==> config.mk <==
export PLATFORM = sky130hd
export DESIGN_NAME = gray_count_decoder_flat
export DESIGN_NICKNAME = d
export VERILOG_FILES = /design/src/rtl/gray_count_decoder_pkg.sv /design/src/rtl/gray_count_decoder_if.sv /design/src/rtl/gray_bus_sync.sv /design/src/rtl/gray_count_decoder.sv /design/src/flat_wrapper.sv
export SDC_FILE = /design/constraint.sdc
export NUM_CORES = 1
export LEC_CHECK = 0
export CORE_UTILIZATION = 46
export DETAILED_ROUTE_END_ITERATION = 16
export PLACE_DENSITY = 0.7
export SLEW_MARGIN = 0
export SYNTH_ARGS = -nofsm -noshare
export SYNTH_HDL_FRONTEND = slang
export SYNTH_HIERARCHICAL = 1
export SYNTH_SLANG_ARGS = --single-unit
==> constraint.sdc <==
create_clock -name clk -period 3.4 [get_ports clk]
set_clock_uncertainty 0.15 [all_clocks]
set_input_delay 0.51 -clock clk [delete_from_list [all_inputs] [get_ports clk]]
set_output_delay 0.51 -clock clk [all_outputs]
set_load 0.005 [all_outputs]
==> src/rtl/gray_count_decoder_pkg.sv <==
// rtl/gray_count_decoder_pkg.sv - shared types and Gray helpers for the Gray count decoder
package gray_pkg;

  localparam int MAX_W = 32;

  typedef enum logic {S_INIT, S_TRACK} state_t;

  // Zero-extended Gray words decode correctly: leading zeros leave the XOR prefix untouched.
  function automatic logic [MAX_W-1:0] gray2bin(input logic [MAX_W-1:0] g);
    logic [MAX_W-1:0] b;
    b[MAX_W-1] = g[MAX_W-1];
    for (int i = MAX_W - 2; i >= 0; i--) begin
      b[i] = b[i+1] ^ g[i];
    end
    return b;
  endfunction

  function automatic logic popcount1(input logic [MAX_W-1:0] v);
    return (v != '0) && ((v & (v - {{(MAX_W-1){1'b0}}, 1'b1})) == '0);
  endfunction

endpackage

==> src/rtl/gray_count_decoder_if.sv <==
// rtl/gray_count_decoder_if.sv - Gray count bus and decoded status signals
interface gray_count_decoder_if #(
  parameter int W         = 3,
  parameter int ERR_CNT_W = 8
);
  logic [W-1:0]         gray_in;
  logic                 err_clr;
  logic [W-1:0]         bin_out;
  logic                 step_valid;
  logic                 step_dn;
  logic                 wrap_pulse;
  logic                 err_pulse;
  logic                 err_sticky;
  logic [ERR_CNT_W-1:0] err_count;

  modport master (
    output gray_in, err_clr,
    input  bin_out, step_valid, step_dn, wrap_pulse, err_pulse, err_sticky, err_count
  );

  modport slave (
    input  gray_in, err_clr,
    output bin_out, step_valid, step_dn, wrap_pulse, err_pulse, err_sticky, err_count
  );
endinterface

==> src/rtl/gray_bus_sync.sv <==
// rtl/gray_bus_sync.sv - plain flop chain synchroniser for a multi-bit Gray bus
module gray_bus_sync #(
  parameter int WIDTH  = 1,
  parameter int STAGES = 2
) (
  input  logic             clk,
  input  logic             rstn,
  input  logic [WIDTH-1:0] d,
  output logic [WIDTH-1:0] q
);

  logic [STAGES-1:0][WIDTH-1:0] chain;

  always_ff @(posedge clk or negedge rstn) begin
    if (!rstn) begin
      chain <= '0;
    end else begin
      chain <= {chain[STAGES-2:0], d};
    end
  end

  assign q = chain[STAGES-1];

endmodule

==> src/rtl/gray_count_decoder.sv <==
// rtl/gray_count_decoder.sv - synchronise a Gray count, decode to binary, classify each change
module gray_count_decoder
  import gray_pkg::*;
#(
  parameter int MOD_VALUE   = 8,
  parameter int SYNC_STAGES = 2,
  parameter int ERR_CNT_W   = 8,
  localparam int W          = $clog2(MOD_VALUE)
) (
  input logic              clk,
  input logic              rstn,
  gray_count_decoder_if.slave bus
);

  localparam logic [W-1:0] TOP = W'(MOD_VALUE - 1);

  logic [W-1:0]     g_s;
  logic [MAX_W-1:0] b_full;
  logic [W-1:0]     g_q;
  logic [W-1:0]     b_q;
  logic             range_q;
  logic [W-1:0]     g_ref;
  logic [W-1:0]     b_ref;
  logic [W-1:0]     bin_r;

  state_t state;
  state_t state_nxt;

  logic changed, single, wrap_up, wrap_dn, legal_up, legal_dn;
  logic [W-1:0] up_val, dn_val;
  logic load_ref, step_nxt, dn_nxt, wrap_nxt, err_nxt;

  logic                 step_r, dn_r, wrap_r, err_r, sticky_r;
  logic [ERR_CNT_W-1:0] count_r;

  gray_bus_sync #(
    .WIDTH  (W),
    .STAGES (SYNC_STAGES)
  ) u_sync (
    .clk  (clk),
    .rstn (rstn),
    .d    (bus.gray_in),
    .q    (g_s)
  );

  assign b_full = gray2bin(MAX_W'(g_s));

  // Decode stage: one register between synchroniser and classifier keeps the compare path short.
  always_ff @(posedge clk or negedge rstn) begin
    if (!rstn) begin
      g_q     <= '0;
      b_q     <= '0;
      range_q <= 1'b1;
    end else begin
      g_q     <= g_s;
      b_q     <= b_full[W-1:0];
      range_q <= (b_full < MAX_W'(MOD_VALUE));
    end
  end

  always_comb begin
    changed  = (g_q != g_ref);
    single   = popcount1(MAX_W'(g_q ^ g_ref));
    up_val   = (b_ref == TOP) ? '0 : b_ref + 1'b1;
    dn_val   = (b_ref == '0) ? TOP : b_ref - 1'b1;
    wrap_up  = (b_ref == TOP) && (b_q == '0);
    wrap_dn  = (b_ref == '0) && (b_q == TOP);
    legal_up = range_q && (b_q == up_val) && (single || wrap_up);
    legal_dn = range_q && (b_q == dn_val) && (single || wrap_dn);
  end

  always_ff @(posedge clk or negedge rstn) begin
    if (!rstn) begin
      state <= S_INIT;
    end else begin
      state <= state_nxt;
    end
  end

  always_comb begin
    state_nxt = state;
    load_ref  = 1'b0;
    step_nxt  = 1'b0;
    dn_nxt    = 1'b0;
    wrap_nxt  = 1'b0;
    err_nxt   = 1'b0;
    case (state)
      S_INIT: begin
        load_ref  = 1'b1;
        state_nxt = S_TRACK;
      end
      S_TRACK: begin
        if (changed) begin
          // Any change, legal or not, becomes the new reference so tracking resumes from it.
          load_ref = 1'b1;
          if (legal_up) begin
            step_nxt = 1'b1;
            wrap_nxt = wrap_up;
          end else if (legal_dn) begin
            step_nxt = 1'b1;
            dn_nxt   = 1'b1;
            wrap_nxt = wrap_dn;
          end else begin
            err_nxt = 1'b1;
          end
        end
      end
      default: state_nxt = S_INIT;
    endcase
  end

  always_ff @(posedge clk or negedge rstn) begin
    if (!rstn) begin
      g_ref  <= '0;
      b_ref  <= '0;
      bin_r  <= '0;
      step_r <= 1'b0;
      dn_r   <= 1'b0;
      wrap_r <= 1'b0;
      err_r  <= 1'b0;
    end else begin
      if (load_ref) begin
        g_ref <= g_q;
        b_ref <= b_q;
        bin_r <= b_q;
      end
      step_r <= step_nxt;
      dn_r   <= dn_nxt;
      wrap_r <= wrap_nxt;
      err_r  <= err_nxt;
    end
  end

  // A clear coinciding with a new error still records that error in the count.
  always_ff @(posedge clk or negedge rstn) begin
    if (!rstn) begin
      sticky_r <= 1'b0;
      count_r  <= '0;
    end else if (bus.err_clr) begin
      sticky_r <= 1'b0;
      count_r  <= err_nxt ? {{(ERR_CNT_W-1){1'b0}}, 1'b1} : '0;
    end else if (err_nxt) begin
      sticky_r <= 1'b1;
      if (count_r != '1) begin
        count_r <= count_r + 1'b1;
      end
    end
  end

  assign bus.bin_out    = bin_r;
  assign bus.step_valid = step_r;
  assign bus.step_dn    = dn_r;
  assign bus.wrap_pulse = wrap_r;
  assign bus.err_pulse  = err_r;
  assign bus.err_sticky = sticky_r;
  assign bus.err_count  = count_r;

endmodule

==> src/flat_wrapper.sv <==
// flat-port wrapper written by rule: the top's interface ports become plain ports
module gray_count_decoder_flat import gray_pkg::*;
#(
  parameter int MOD_VALUE   = 8,
  parameter int SYNC_STAGES = 2,
  parameter int ERR_CNT_W   = 8,
  localparam int W          = $clog2(MOD_VALUE)
)
  (clk, rstn, bus_gray_in, bus_err_clr, bus_bin_out, bus_step_valid, bus_step_dn, bus_wrap_pulse, bus_err_pulse, bus_err_sticky, bus_err_count);
  gray_count_decoder_if #(.W(3), .ERR_CNT_W(ERR_CNT_W)) bus_i ();
  input logic clk;
  input logic rstn;
  input wire logic [$bits(bus_i.gray_in)-1:0] bus_gray_in;
  input wire logic [$bits(bus_i.err_clr)-1:0] bus_err_clr;
  output wire logic [$bits(bus_i.bin_out)-1:0] bus_bin_out;
  output wire logic [$bits(bus_i.step_valid)-1:0] bus_step_valid;
  output wire logic [$bits(bus_i.step_dn)-1:0] bus_step_dn;
  output wire logic [$bits(bus_i.wrap_pulse)-1:0] bus_wrap_pulse;
  output wire logic [$bits(bus_i.err_pulse)-1:0] bus_err_pulse;
  output wire logic [$bits(bus_i.err_sticky)-1:0] bus_err_sticky;
  output wire logic [$bits(bus_i.err_count)-1:0] bus_err_count;
  assign bus_i.gray_in = bus_gray_in;
  assign bus_i.err_clr = bus_err_clr;
  assign bus_bin_out = bus_i.bin_out;
  assign bus_step_valid = bus_i.step_valid;
  assign bus_step_dn = bus_i.step_dn;
  assign bus_wrap_pulse = bus_i.wrap_pulse;
  assign bus_err_pulse = bus_i.err_pulse;
  assign bus_err_sticky = bus_i.err_sticky;
  assign bus_err_count = bus_i.err_count;
  gray_count_decoder #(.MOD_VALUE(MOD_VALUE), .SYNC_STAGES(SYNC_STAGES), .ERR_CNT_W(ERR_CNT_W)) u_core (.clk(clk), .rstn(rstn), .bus(bus_i));
endmodule
==> flow_metrics.tcl <==
set metrics [dict create \
    htree_levels 2 \
    vias 1043 \
    ys_warn_count 6 \
    drive_above_1_share_pct 9.03 \
    utilization_pct 56.8 \
    dp_hpwl_um 1810 \
    std_cell_rows 20 \
    synthFlopType "dfrtp_1" \
    layout.nets 166 \
    fillers 273 \
    tritoncts "done" \
    io_buffers 21 \
    drc 0 \
    critPathMaxFanout 14 \
    ioPinCount 22 \
    synth_cells 136 \
    syn2layout_area_growth_pct 17.2 \
    required_ns 3.46 \
    rrSetupSlack_ns 0.46 \
    synth_seq_cells 30 \
    slew_violations 0 \
    clkTransAtPathRegs_ns 0.08 \
    hp-start "u_core/u_sync/chain[0]" \
    layout_commonest_cell "dfrtp_1" \
    cp_slowest_cell "or4_1" \
    grtUsageMet3_pct 7.47 \
    grtUsageMet2_pct 28.1 \
    vias_per_cell 5.24 \
    final.hold.worst_slack_ns 0.207 \
    firstDrtPassIters 4 \
    setup_violations 0 \
    insertion_delay_ns 0.31 \
    yosysUniqueCellTypes 42 \
    worstSetupPathType "flop to flop" \
    worstSetupStartpointType "flop" \
    maxSlewHeadroom_pct 53.3 \
    status "finished clean" \
    cpPeakStageDelay_ns 0.61 \
    postCtsSetupBuffers 0 \
    tightest_slew_ns 0.701 \
    synth_edf_count 0 \
    final_area_mm2 0.00173 \
    gp_congestion 0.873 \
    peakVddDrop_uv 281 \
    crit_arrival_ns 3.00 \
    antenna_cells 0 \
    end_kind "flop" \
    busiest_layer "met2" \
    p_per_area_mw_per_mm2 444 \
    rsz0062_at_grt "no" \
    layout_common_cells "dfrtp_1 (30), clkdlybuf4s50_1 (21), nor2_1 (8)" \
    rr_startpoint "u_core/bus.bin_out[0]" \
    setup_slack_ns 0.457 \
    fin_tns_setup_ns 0 \
    cts_hold_buffers 0 \
    grt_max_degree 31 \
    drv_cap 0 \
    ctsRootBufferMaster "clkbuf_4" \
    grt_use_total_pct 17.9 \
    syn-num-nets 147 \
    r2r-end "u_core/bus.err_count[7]" \
    detail-route-antenna-nets 0 \
    drt-initial-drc-count 42 \
    post-place-ws_ns 0.468 \
    core_area_mm2 0.00305 \
    placed_area_mm2 0.00169 \
    async_flop_share_pct 100 \
    post-route-period-util_pct 86.6 \
    yosysSeqAreaShare_pct 50.8 \
    fp.dieH_um 58.7 \
    synth.avg_cell_area_um2 10.9 \
    hp-class "flop to flop" \
    clkSinkCount 30 \
    synth_area_mm2 0.00148 \
    gr-total-overflow 0 \
    crit_chain "inv_1, ha_1, nor2b_1, and4_1, o311ai_1, o221ai_2, or4_1, o211a_1" \
    holdPathEnd "u_core/u_sync/q[0]" \
    numCtsBuffers 5 \
    hold-path-cell-count 0 \
    grt_use_met1_pct 21.9 \
    finalHoldViolCount 0 \
    ctsResizeCount 0 \
    grt_pass1_wl_um 4530 \
    antenna_found_initial 0 \
    initial_core_util_pct 48.4 \
    die_x_um 58.7 \
    min_period_ns 2.94 \
    power.leakage_nw 0.736 \
    dp.cells 192 \
    max_freq_ghz 0.340 \
    fin_cells 199 \
    die_area_mm2 0.00345 \
    r2r_cells 8 \
    wirelength_um 2520 \
    wl_per_cell_um 12.7 \
    fin_total_pwr_mw 0.769 \
    cts_buffer_depth 2 \
    grt_pass1_vias 1049 \
]
## power by group
part / total, mW / internal, mW / switching (mW) / leakage (nW)
registers: 0.410 / 0.382 / 0.0276 / 0.374
clock network: 0.181 / 0.0778 / 0.104 / 0.0254
logic: 0.177 / 0.0902 / 0.0871 / 0.337
total: 0.769 / 0.550 / 0.218 / 0.736
## synth_stat cells, drive strengths merged (3+ instances only)
cell | instances | area share [%]
a21oi | 6 | 2.0
buf | 6 | 3.3
clkbuf | 4 | 1.0
dfrtp | 30 | 51
ha | 5 | 4.2
inv | 8 | 2.0
nand2 | 7 | 1.8
nand3 | 6 | 2.0
nand4 | 3 | 1.3
nor2 | 8 | 2.0
nor2b | 3 | 1.3
nor3 | 3 | 1.0
o21ai | 3 | 1.0
o31ai | 4 | 2.0
or4 | 4 | 2.0
xnor2 | 7 | 5.7
xor2 | 3 | 1.8
## cell type report
class / count / area (µm²) / share of cell area (%)
well taps: 44 / 55.1 / 3.18
flip-flops and latches: 30 / 751 / 43.3
inverters: 8 / 30.0 / 1.73
repair buffers: 22 / 218 / 12.6
multi-input cells: 88 / 634 / 36.6
clock buffers: 7 / 45.0 / 2.60
## registers in the layout, summed over array words and instances, names as in the netlist
signal                 flops
u_core/g_q                 2
u_core/bus.step_dn         1
u_core/u_sync/q            3
u_core/state               1
u_core/bus.step_valid      1
u_core/g_ref               3
u_core/bus.err_pulse       1
u_core/b_q                 3
u_core/bus.wrap_pulse      1
u_core/u_sync/chain        3
u_core/bus.bin_out         2
u_core/bus.err_count       8
u_core/bus.err_sticky      1
## how the worst max path moves through the flow
stage / startpoint / endpoint / slack (ns) / cells after the start
final: u_core/bus.bin_out[0] / u_core/bus.err_count[7] / 0.46 / 8
after floorplan: u_core/bus.bin_out[0] / u_core/bus.err_count[5] / 0.78 / 9
after CTS: u_core/bus.bin_out[0] / u_core/bus.err_count[7] / 0.46 / 8
after global placement: u_core/bus.bin_out[0] / u_core/bus.err_count[7] / 0.57 / 8
after global routing: u_core/bus.bin_out[0] / u_core/bus.err_count[7] / 0.33 / 8
after detailed placement: u_core/bus.bin_out[0] / u_core/bus.err_count[7] / 0.47 / 8
## cell families (layout without fill, tap and decap cells)
family          Yosys count  after routing  synth area share, %
compound gates           21             21                 9.98
xor+xnor                 10             10                 7.45
fa+ha+maj                 5              5                 4.23
buf+inv                  18             37                 6.35
flops                    30             30                 50.8
mux                       2              2                 1.44
other cells               1              1                0.254
simple gates             49             49                 19.5
## routing by layer
metal / wire length [µm] / part of all wire (%) / vias up
li1: - / - / 512
met1: 1160 / 46 / 501
met2: 1200 / 48 / 26
met3: 125 / 5.0 / 4
met4: 30 / 1.2 / 0
met5: 0 / 0 / -
## worst max-delay path, delay by kind of cell (launching register included)
kind	cells	cell delay (ns)
AND/OR/NAND/NOR	3	0.95
buffers and inverters	1	0.12
flip-flops	1	0.41
AO/OA/AOI/OAI	3	0.85
adder cells (fa/ha/maj)	1	0.36
Power figures use the tool's default switching activity.
